`src/rtl/mem_access_unit_pkg.sv`:
```
// Shared definitions for the load/store sequencer: funct3 codes, FSM states, response codes.
// Pure declarations, no latency.
// No flow control of its own.
package mem_access_unit_pkg;

   // RV32I load/store funct3 encodings
   localparam logic [2:0] F3_B  = 3'b000;
   localparam logic [2:0] F3_H  = 3'b001;
   localparam logic [2:0] F3_W  = 3'b010;
   localparam logic [2:0] F3_BU = 3'b100;
   localparam logic [2:0] F3_HU = 3'b101;

   localparam logic RESP_OK  = 1'b0;
   localparam logic RESP_ERR = 1'b1;

   // One-hot so that each state bit can feed a memory enable without decode logic
   typedef enum logic [3:0] {
      ST_IDLE = 4'b0001,
      ST_RD   = 4'b0010,
      ST_WR   = 4'b0100,
      ST_RESP = 4'b1000
   } state_t;

   // funct3 values with no RV32I meaning for the given direction
   function automatic logic f3_illegal(input logic store, input logic [2:0] f3);
      if (store)
         return (f3 > F3_W);
      else
         return (f3 == 3'b011) || (f3 == 3'b110) || (f3 == 3'b111);
   endfunction

   // Halfwords need addr[0]==0, words need addr[1:0]==0
   function automatic logic misaligned(input logic [2:0] f3, input logic [1:0] lo);
      case (f3[1:0])
         2'b01:   return lo[0];
         2'b10:   return (lo != 2'b00);
         default: return 1'b0;
      endcase
   endfunction

   // Clears the low address bits that would make the access misaligned
   function automatic logic [1:0] align_lo(input logic [2:0] f3, input logic [1:0] lo);
      case (f3[1:0])
         2'b01:   return {lo[1], 1'b0};
         2'b10:   return 2'b00;
         default: return lo;
      endcase
   endfunction

endpackage

```
`src/rtl/mem_access_unit_load_extend.sv`:
```
// Selects the addressed byte/half lane of a memory word and sign/zero-extends it.
// Purely combinational, zero latency.
// No flow control.
module mem_load_extend
   import mem_access_unit_pkg::*;
#(
   parameter int XLEN = 32
) (
   input  logic [XLEN-1:0] word,
   input  logic [1:0]      lane,
   input  logic [2:0]      funct3,
   output logic [XLEN-1:0] data
);

   logic [XLEN-1:0] byte_shift;
   logic [XLEN-1:0] half_shift;
   logic [7:0]      byte_sel;
   logic [15:0]     half_sel;

   // Lane select followed by extension chosen by funct3
   always_comb begin
      byte_shift = word >> {lane, 3'b000};
      half_shift = word >> {lane[1], 4'b0000};
      byte_sel   = byte_shift[7:0];
      half_sel   = half_shift[15:0];
      case (funct3)
         F3_B:    data = {{(XLEN-8){byte_sel[7]}}, byte_sel};
         F3_BU:   data = {{(XLEN-8){1'b0}}, byte_sel};
         F3_H:    data = {{(XLEN-16){half_sel[15]}}, half_sel};
         F3_HU:   data = {{(XLEN-16){1'b0}}, half_sel};
         F3_W:    data = word;
         default: data = '0;
      endcase
   end

endmodule

```
`src/rtl/mem_access_unit.sv`:
```
// Load/store sequencer: alignment check, sub-word stores by read-modify-write, extended load data.
// Accept-to-response: error 1, load 2, SW 2, SB/SH 3 cycles.
// One transaction at a time; reqReady low (stall high) from accept until back in IDLE.
module mem_access_unit
   import mem_access_unit_pkg::*;
#(
   parameter int XLEN        = 32,
   parameter int ALIGN_CHECK = 1
) (
   input  logic            clk,
   input  logic            reset,
   input  logic            reqValid,
   output logic            reqReady,
   input  logic            reqStore,
   input  logic [2:0]      reqFunct3,
   input  logic [XLEN-1:0] reqAddr,
   input  logic [XLEN-1:0] reqWData,
   input  logic [XLEN-1:0] reqPc,
   output logic            respValid,
   output logic            respErr,
   output logic [XLEN-1:0] respRData,
   output logic            stall,
   output logic [XLEN-1:0] memAddr,
   output logic            memReadEnable,
   input  logic [XLEN-1:0] memReadData,
   output logic            memWriteEnable,
   output logic [XLEN-1:0] memWriteData,
   output logic [XLEN-1:0] pcReadData
);

   state_t          state;
   state_t          state_nxt;
   logic            accept;
   logic            req_err;
   logic [XLEN-1:0] req_addr_eff;
   logic            op_store;
   logic [2:0]      op_f3;
   logic [15:0]     op_wdata;
   logic [XLEN-1:0] merged;
   logic [XLEN-1:0] lane_mask;
   logic [XLEN-1:0] lane_data;
   logic [4:0]      lane_shift;
   logic [XLEN-1:0] load_data;

   assign reqReady = (state == ST_IDLE);
   assign stall    = ~reqReady;
   assign accept   = reqValid & reqReady;

   // Request decode: error classification and the address actually sent to memory
   always_comb begin
      req_err      = f3_illegal(reqStore, reqFunct3);
      req_addr_eff = reqAddr;
      if (ALIGN_CHECK != 0)
         req_err = req_err | misaligned(reqFunct3, reqAddr[1:0]);
      else
         req_addr_eff[1:0] = align_lo(reqFunct3, reqAddr[1:0]);
   end

   // State register
   always_ff @(posedge clk) begin
      if (reset)
         state <= ST_IDLE;
      else
         state <= state_nxt;
   end

   // Next-state logic; sub-word stores detour through RD to fetch the word to merge
   always_comb begin
      state_nxt = state;
      case (state)
         ST_IDLE: begin
            if (accept) begin
               if (req_err)
                  state_nxt = ST_RESP;
               else if (reqStore && reqFunct3 == F3_W)
                  state_nxt = ST_WR;
               else
                  state_nxt = ST_RD;
            end
         end
         ST_RD:   state_nxt = op_store ? ST_WR : ST_RESP;
         ST_WR:   state_nxt = ST_RESP;
         ST_RESP: state_nxt = ST_IDLE;
         default: state_nxt = ST_IDLE;
      endcase
   end

   // Merge the new byte/half into the word read back from memory
   always_comb begin
      lane_mask  = '0;
      lane_data  = '0;
      lane_shift = '0;
      if (op_f3 == F3_B) begin
         lane_shift = {memAddr[1:0], 3'b000};
         lane_mask  = {{(XLEN-8){1'b0}}, 8'hFF} << lane_shift;
         lane_data  = {{(XLEN-8){1'b0}}, op_wdata[7:0]} << lane_shift;
      end else begin
         lane_shift = {memAddr[1], 4'b0000};
         lane_mask  = {{(XLEN-16){1'b0}}, 16'hFFFF} << lane_shift;
         lane_data  = {{(XLEN-16){1'b0}}, op_wdata} << lane_shift;
      end
      merged = (memReadData & ~lane_mask) | lane_data;
   end

   mem_load_extend #(
      .XLEN(XLEN)
   ) u_load_extend (
      .word   (memReadData),
      .lane   (memAddr[1:0]),
      .funct3 (op_f3),
      .data   (load_data)
   );

   // Registered outputs; enables are flops of the next state so they never glitch
   always_ff @(posedge clk) begin
      if (reset) begin
         memReadEnable  <= 1'b0;
         memWriteEnable <= 1'b0;
         respValid      <= 1'b0;
         respErr        <= RESP_OK;
         respRData      <= '0;
         memAddr        <= '0;
         memWriteData   <= '0;
         pcReadData     <= '0;
         op_store       <= 1'b0;
         op_f3          <= F3_B;
         op_wdata       <= '0;
      end else begin
         memReadEnable  <= (state_nxt == ST_RD);
         memWriteEnable <= (state_nxt == ST_WR);
         respValid      <= (state_nxt == ST_RESP);
         if (accept) begin
            memAddr      <= req_addr_eff;
            pcReadData   <= reqPc;
            op_store     <= reqStore;
            op_f3        <= reqFunct3;
            op_wdata     <= reqWData[15:0];
            respErr      <= req_err ? RESP_ERR : RESP_OK;
            respRData    <= '0;
            memWriteData <= (reqStore && reqFunct3 == F3_W && !req_err) ? reqWData : '0;
         end
         if (state == ST_RD) begin
            if (op_store)
               memWriteData <= merged;
            else
               respRData <= load_data;
         end
      end
   end

endmodule

```
`config.mk`:
```
export PLATFORM = sky130hd
export DESIGN_NAME = mem_access_unit
export DESIGN_NICKNAME = d
export VERILOG_FILES = /design/src/rtl/mem_access_unit_pkg.sv /design/src/rtl/mem_access_unit_load_extend.sv /design/src/rtl/mem_access_unit.sv
export SDC_FILE = /design/constraint.sdc
export NUM_CORES = 1
export LEC_CHECK = 0
export ABC_AREA = 1
export BUFFER_PORTS_ARGS = -buffer_cell sky130_fd_sc_hd__buf_4
export CAP_MARGIN = 20
export CORE_ASPECT_RATIO = 1.4
export CORE_MARGIN = 4
export CORE_UTILIZATION = 30
export DETAILED_ROUTE_END_ITERATION = 7
export MAX_ROUTING_LAYER = met4
export PLACE_DENSITY_LB_ADDON = 0.12
export SETUP_SLACK_MARGIN = 0.4
export SLEW_MARGIN = 20
export SYNTH_ARGS = -nofsm -noshare
export SYNTH_HDL_FRONTEND = slang
export SYNTH_SLANG_ARGS = --single-unit
```
`constraint.sdc`:
```
create_clock -name clk -period 4.5 [get_ports clk]
set_clock_uncertainty 0.2 [all_clocks]
set_input_delay 0.9 -clock clk [delete_from_list [all_inputs] [get_ports clk]]
set_output_delay 0.9 -clock clk [all_outputs]
set_load 0.03 [all_outputs]
```
==> results of run 1 <==
cell families after synthesis:
group	share of synthesized area, %
fa+ha+maj	0.4902
simple gates	36.32
compound gates	12.61
flops	40.78
buf+inv	9.787
metrics by stage:
step	utilization, %	instances	worst slack, ns	instance area [µm²]
floorplan	-	1182	2.238	7657
global route	41.49	1731	1.664	10340
detailed placement	39.00	1697	1.442	9723
global placement	39.00	1697	1.490	9723
finish	41.49	1731	1.906	10340
CTS	41.46	1729	1.892	10340
placed cells by master, fill, tap and decap left out, drive strengths merged:
cell,count
nand2,421
dfxtp,156
ha,3
nor4,2
clkinv,4
nand4,6
a31oi,2
o21ai,30
bufinv,3
diode,2
nand3,129
inv,87
buf,276
clkinvlp,3
nor2,110
o211ai,3
clkbuf,23
a21oi,156
per-layer routing:
layer  GRT usage [%]  vias to the layer above  part of all wire [%]  routed length [µm]
li1                -                     4199                     -                   -
met1           23.74                     3784                    39               11240
met2           33.73                      295                    50               14120
met3           6.055                       36                   8.8                2523
met4           6.199                        0                   2.2                 630
met5               -                        -                     0                   0
flip-flops by register name, summed over array words and instances (netlist names):
| name | count |
|---|---|
| op_store | 1 |
| memWriteData | 32 |
| respErr | 1 |
| op_f3 | 3 |
| state | 4 |
| memWriteEnable | 1 |
| memAddr | 32 |
| op_wdata | 16 |
| respValid | 1 |
| memReadEnable | 1 |
| pcReadData | 32 |
| respRData | 32 |
power breakdown:
part | switching, mW | internal, mW
Clock | 0.592 | 0.919
Sequential | 0.0618 | 1.46
Combinational | 0.592 | 0.296
critical path: stages, from the launching register on:
cell	delay, ns
dfxtp_1	0.48
nor2_2	0.57
nand3_2	0.47
nand2_1	0.34
nand2_1	0.10
nand2_1	0.15
nand2_1	0.08
nor2_1	0.13
worst max-delay path by stage:
stage | slack (ns) | start | to
2_1_floorplan | 2.24 | reqFunct3[0] | memWriteData[25]$_SDFF_PP0_
3_3_place_gp | 1.49 | reqFunct3[0] | memWriteData[28]$_SDFF_PP0_
3_5_place_dp | 1.44 | reqFunct3[0] | memWriteData[24]$_SDFF_PP0_
4_1_cts | 1.89 | reqFunct3[0] | memWriteData[30]$_SDFF_PP0_
5_1_grt | 1.66 | op_f3[1]$_SDFFE_PP0N_ | memWriteData[1]$_SDFF_PP0_
6_report | 1.91 | op_f3[1]$_SDFFE_PP0N_ | memWriteData[2]$_SDFF_PP0_
final cells by class:
type	count	area [µm²]	area share, %
multi-input combinational	862	3792	36.66
clock buffer	23	478.0	4.621
clock inverter	9	135.1	1.306
sequential	156	3123	30.19
inverter	88	331.6	3.206
timing repair buffer	276	2085	20.15
tap	315	394.1	3.810
antenna	2	5.005	0.04839
Yosys cell counts, drive strengths merged:
library cell	count	share of area [%]
inv	86	4.2
a21oi	156	10
o211ai	3	0.29
dfxtp	156	41
ha	3	0.49
a31oi	2	0.16
nor2	110	5.9
clkbuf	34	1.7
clkinv	2	0.11
nand3	129	8.7
nand4	6	0.49
buf	42	3.8
nor4	2	0.33
nand2	421	21
o21ai	30	2.0
==> flow_summary.yaml, run 1 <==
run_status:
  outcome: "complete, no violations"
hold_path:
  min_from: "memAddr[6]$_SDFFE_PP0N_"
  hp-class: "reg2reg"
  whs_path_depth: 2
  hold_end: "memAddr[6]$_SDFFE_PP0N_"
routing:
  wl_per_cell_um: 16.47
  num_vias: 8314
  drtAntennaViolNets: 0
  via_per_inst: 4.803
  wirelength_um: 28510
  dr.pass1.iters: 5
  drt_iter0_markers: 434
  drc: 0
setup_path:
  rrSetupSlack_ns: 1.91
  end_kind: "flip-flop"
  rr_worst_depth: 7
  timing.rr.end: "memWriteData[2]$_SDFF_PP0_"
  startpoint_type: "flip-flop"
  crit_path_max_fanout: 19
  arrival_ns: 2.76
  crit_required_ns: 4.66
  critPathKind: "reg2reg"
  rr_startpoint: "op_f3[1]$_SDFFE_PP0N_"
floorplanning:
  die_h_um: 197.0
  dieArea_um2: 28180
  rows: 68
  die_width_um: 143.0
  initial_core_util_pct: 30.72
  io_pins: 269
  core-area_um2: 24930
grt:
  grt_max_degree: 118
  grt_pass1_vias: 7914
  grt_overflow: 0
  track_usage_pct: 20.36
  antenna_found_initial: 2
  grt_pass1_wl_um: 43550
synthesis:
  syn_area_um2: 7657
  synth_nets: 1320
  yosys_warnings: 0
  syn_inst: 1182
  synth_cell_types: 27
  yosysSeqAreaShare_pct: 40.78
  ys_seq_elements: 156
  avgSynthCellArea_um2: 6.478
sta:
  setup_tns_ns: 0
  tightest_slew_ns: 0.9379
  fin_crit_sh_pct: 57.64
  slew_viol_final: 0
  relSlewSlack_pct: 37.48
  fin_hold_ws_ns: 0.2635
  setup_violations: 0
  hold_viol: 0
  fmax_mhz: 385.5
  rsz0062_at_grt: "no"
  fin_crit_ns: 2.594
clocking:
  cts_root_buffer: "clkbuf_16"
  htreeDepth: 4
  clock_path_buffers: 2
  cts_tree: "yes"
  cts.sinks: 156
  clk_latency_ns: 0.43
  post_cts.repair.setup_buffers: 0
  ctsHoldBuffers: 0
  cts_resized: 0
  cts_buffers: 17
  clk_pin_slew_ns: 0.06
placement:
  place_congestion: 0.9117
  placement.io_buffers: 268
  dp_hpwl_um: 20940
layout:
  drive_gt1_share_pct: 23.48
  fin_nets: 1539
  fillers: 2755
  syn2layout_area_growth_pct: 35.08
power:
  p_leak_nw: 4.899
  powerDensity_nw_per_um2: 379.3
  vdd_ir_drop_max_uv: 290.2
  finalPower_mw: 3.924
flow_run:
  cap_violations: 0
Note: power is estimated with default switching activity, not from simulation.
==> run 2: changes to the inputs <==
- clock period: 4.5 -> 2.4 ns (I/O delays scaled with it)
==> run 2 against run 1 <==
- design area increased by 3.4%
- non-clock buffer count increased by 20
- cell count increased by 1.2%
- worst hold slack got worse by 0.18 ns
==> flow_summary.yaml, run 2 (synthesis results as in run 1) <==
clocking:
  cts_buffers: 17
  cts_tree: "yes"
  cts.sinks: 156
  clk_latency_ns: 0.43
  ctsHoldBuffers: 0
  clk_pin_slew_ns: 0.06
  clock_path_buffers: 2
  cts_root_buffer: "clkbuf_16"
  htreeDepth: 4
power:
  p_leak_nw: 5.053
  vdd_ir_drop_max_uv: 544.8
  powerDensity_nw_per_um2: 715.0
hold_path:
  hold_end: "state[0]$_SDFF_PP1_"
  whs_path_depth: 2
  hp-class: "in2reg"
  min_from: "reqValid"
grt:
  grt_overflow: 0
  antenna_found_initial: 1
  grt_max_degree: 78
  grt_pass1_wl_um: 44180
  track_usage_pct: 20.56
  grt_pass1_vias: 8196
flow_run:
  cap_violations: 0
setup_path:
  crit_path_start: "state[3]$_SDFF_PP0_"
  rr_worst_depth: 8
  end_kind: "primary output"
  arrival_ns: 1.25
  rrSetupSlack_ns: 0.55
  startpoint_type: "flip-flop"
  timing.rr.end: "memWriteData[29]$_SDFF_PP0_"
  crit_required_ns: 1.72
  rr_startpoint: "op_f3[0]$_SDFFE_PP0N_"
  crit_path_max_fanout: 4
  critPathKind: "reg2out"
layout:
  multiInputGateArea_um2: 3810
  fin_util_pct: 42.89
  fin_nets: 1559
  final_common_cell: "nand2_1"
  syn2layout_area_growth_pct: 39.64
  drive_gt1_share_pct: 24.83
  layout_common_cells: "nand2_1, buf_4, a21oi_1, dfxtp_1, nand3_1"
  final-seq-area_um2: 3124
  fillers: 2717
sta:
  tightest_slew_ns: 0.6624
  fmax_mhz: 518.6
  fin_crit_ns: 1.928
  setup_tns_ns: 0
  setup_violations: 0
  fin_crit_sh_pct: 80.35
  relSlewSlack_pct: 55.84
  rsz0062_at_grt: "no"
  hold_viol: 0
  slew_viol_final: 0
floorplanning:
  io_pins: 269
  die_h_um: 197.0
  rows: 68
  die_width_um: 143.0
  initial_core_util_pct: 30.72
  dieArea_um2: 28180
  core-area_um2: 24930
routing:
  drt_iter0_markers: 470
  drtAntennaViolNets: 0
  dr.pass1.iters: 7
  drc: 0
  wirelength_um: 28860
  num_vias: 8361
  via_per_inst: 4.775
  wl_per_cell_um: 16.48
run_status:
  outcome: "complete, no violations"
placement:
  place_congestion: 0.9500
  placement.io_buffers: 268
  dp_hpwl_um: 21440
[run 2: final cells by class]
class | instances | share of cell area, %
inverter | 88 | 3.159
clock buffer | 21 | 4.212
clock inverter | 11 | 1.790
tap | 315 | 3.686
sequential | 156 | 29.22
timing repair buffer | 296 | 22.26
multi-input combinational | 862 | 35.63
antenna | 2 | 0.04681
[run 2: where the power goes]
group	internal, mW	leakage, nW	switching, mW
logic	0.648	3.48	1.16
clock network	1.87	0.303	1.12
registers	2.74	1.27	0.112
[run 2: per-stage QoR]
stage / setup WS (ns) / hold slack [ns] / instance area [µm²] / std cells / power, mW
after floorplan: 0.5583 / 0.2617 / 7657 / 1182 / 3.992
after global placement: 0.2801 / 0.2517 / 9911 / 1712 / 4.658
after detailed placement: 0.1858 / 0.2554 / 9911 / 1712 / 4.660
after CTS: 0.4179 / 0.07126 / 10570 / 1746 / 7.687
after global routing: 0.4031 / 0.07306 / 10690 / 1750 / 8.031
final: 0.4716 / 0.08584 / 10690 / 1751 / 7.645
[run 2: metal layers]
| metal | part of all wire [%] | track usage [%] | vias up |
|---|---|---|---|
| met5 | 0 | - | - |
| met4 | 3.6 | 8.524 | 0 |
| met3 | 8.0 | 6.200 | 56 |
| met2 | 48 | 33.33 | 274 |
| met1 | 40 | 23.57 | 3790 |
| li1 | - | - | 4241 |
[run 2: how the worst max path moves through the flow]
stage                             endpoint  slack, ns  cells after the start
2_1_floorplan  memWriteData[25]$_SDFF_PP0_       0.56                     10
3_3_place_gp           state[2]$_SDFF_PP0_       0.28                     11
3_5_place_dp   memWriteData[10]$_SDFF_PP0_       0.19                     11
4_1_cts                           reqReady       0.42                      4
5_1_grt        memWriteData[29]$_SDFF_PP0_       0.40                      8
6_report                          reqReady       0.47                      4
[run 2: worst max-delay path, stage by stage, from the launching register on]
cell and delay, ns:
dfxtp_1 0.34, nor2_4 0.15, nand2_2 0.11, clkinv_2 0.09, buf_6 0.13
[run 2: timing repair]
item	CTS	global route
pin swaps	1	3
gates cloned	0	1
resized for setup	1	15
setup endpoints to repair	7	77
buffers inserted	2	2
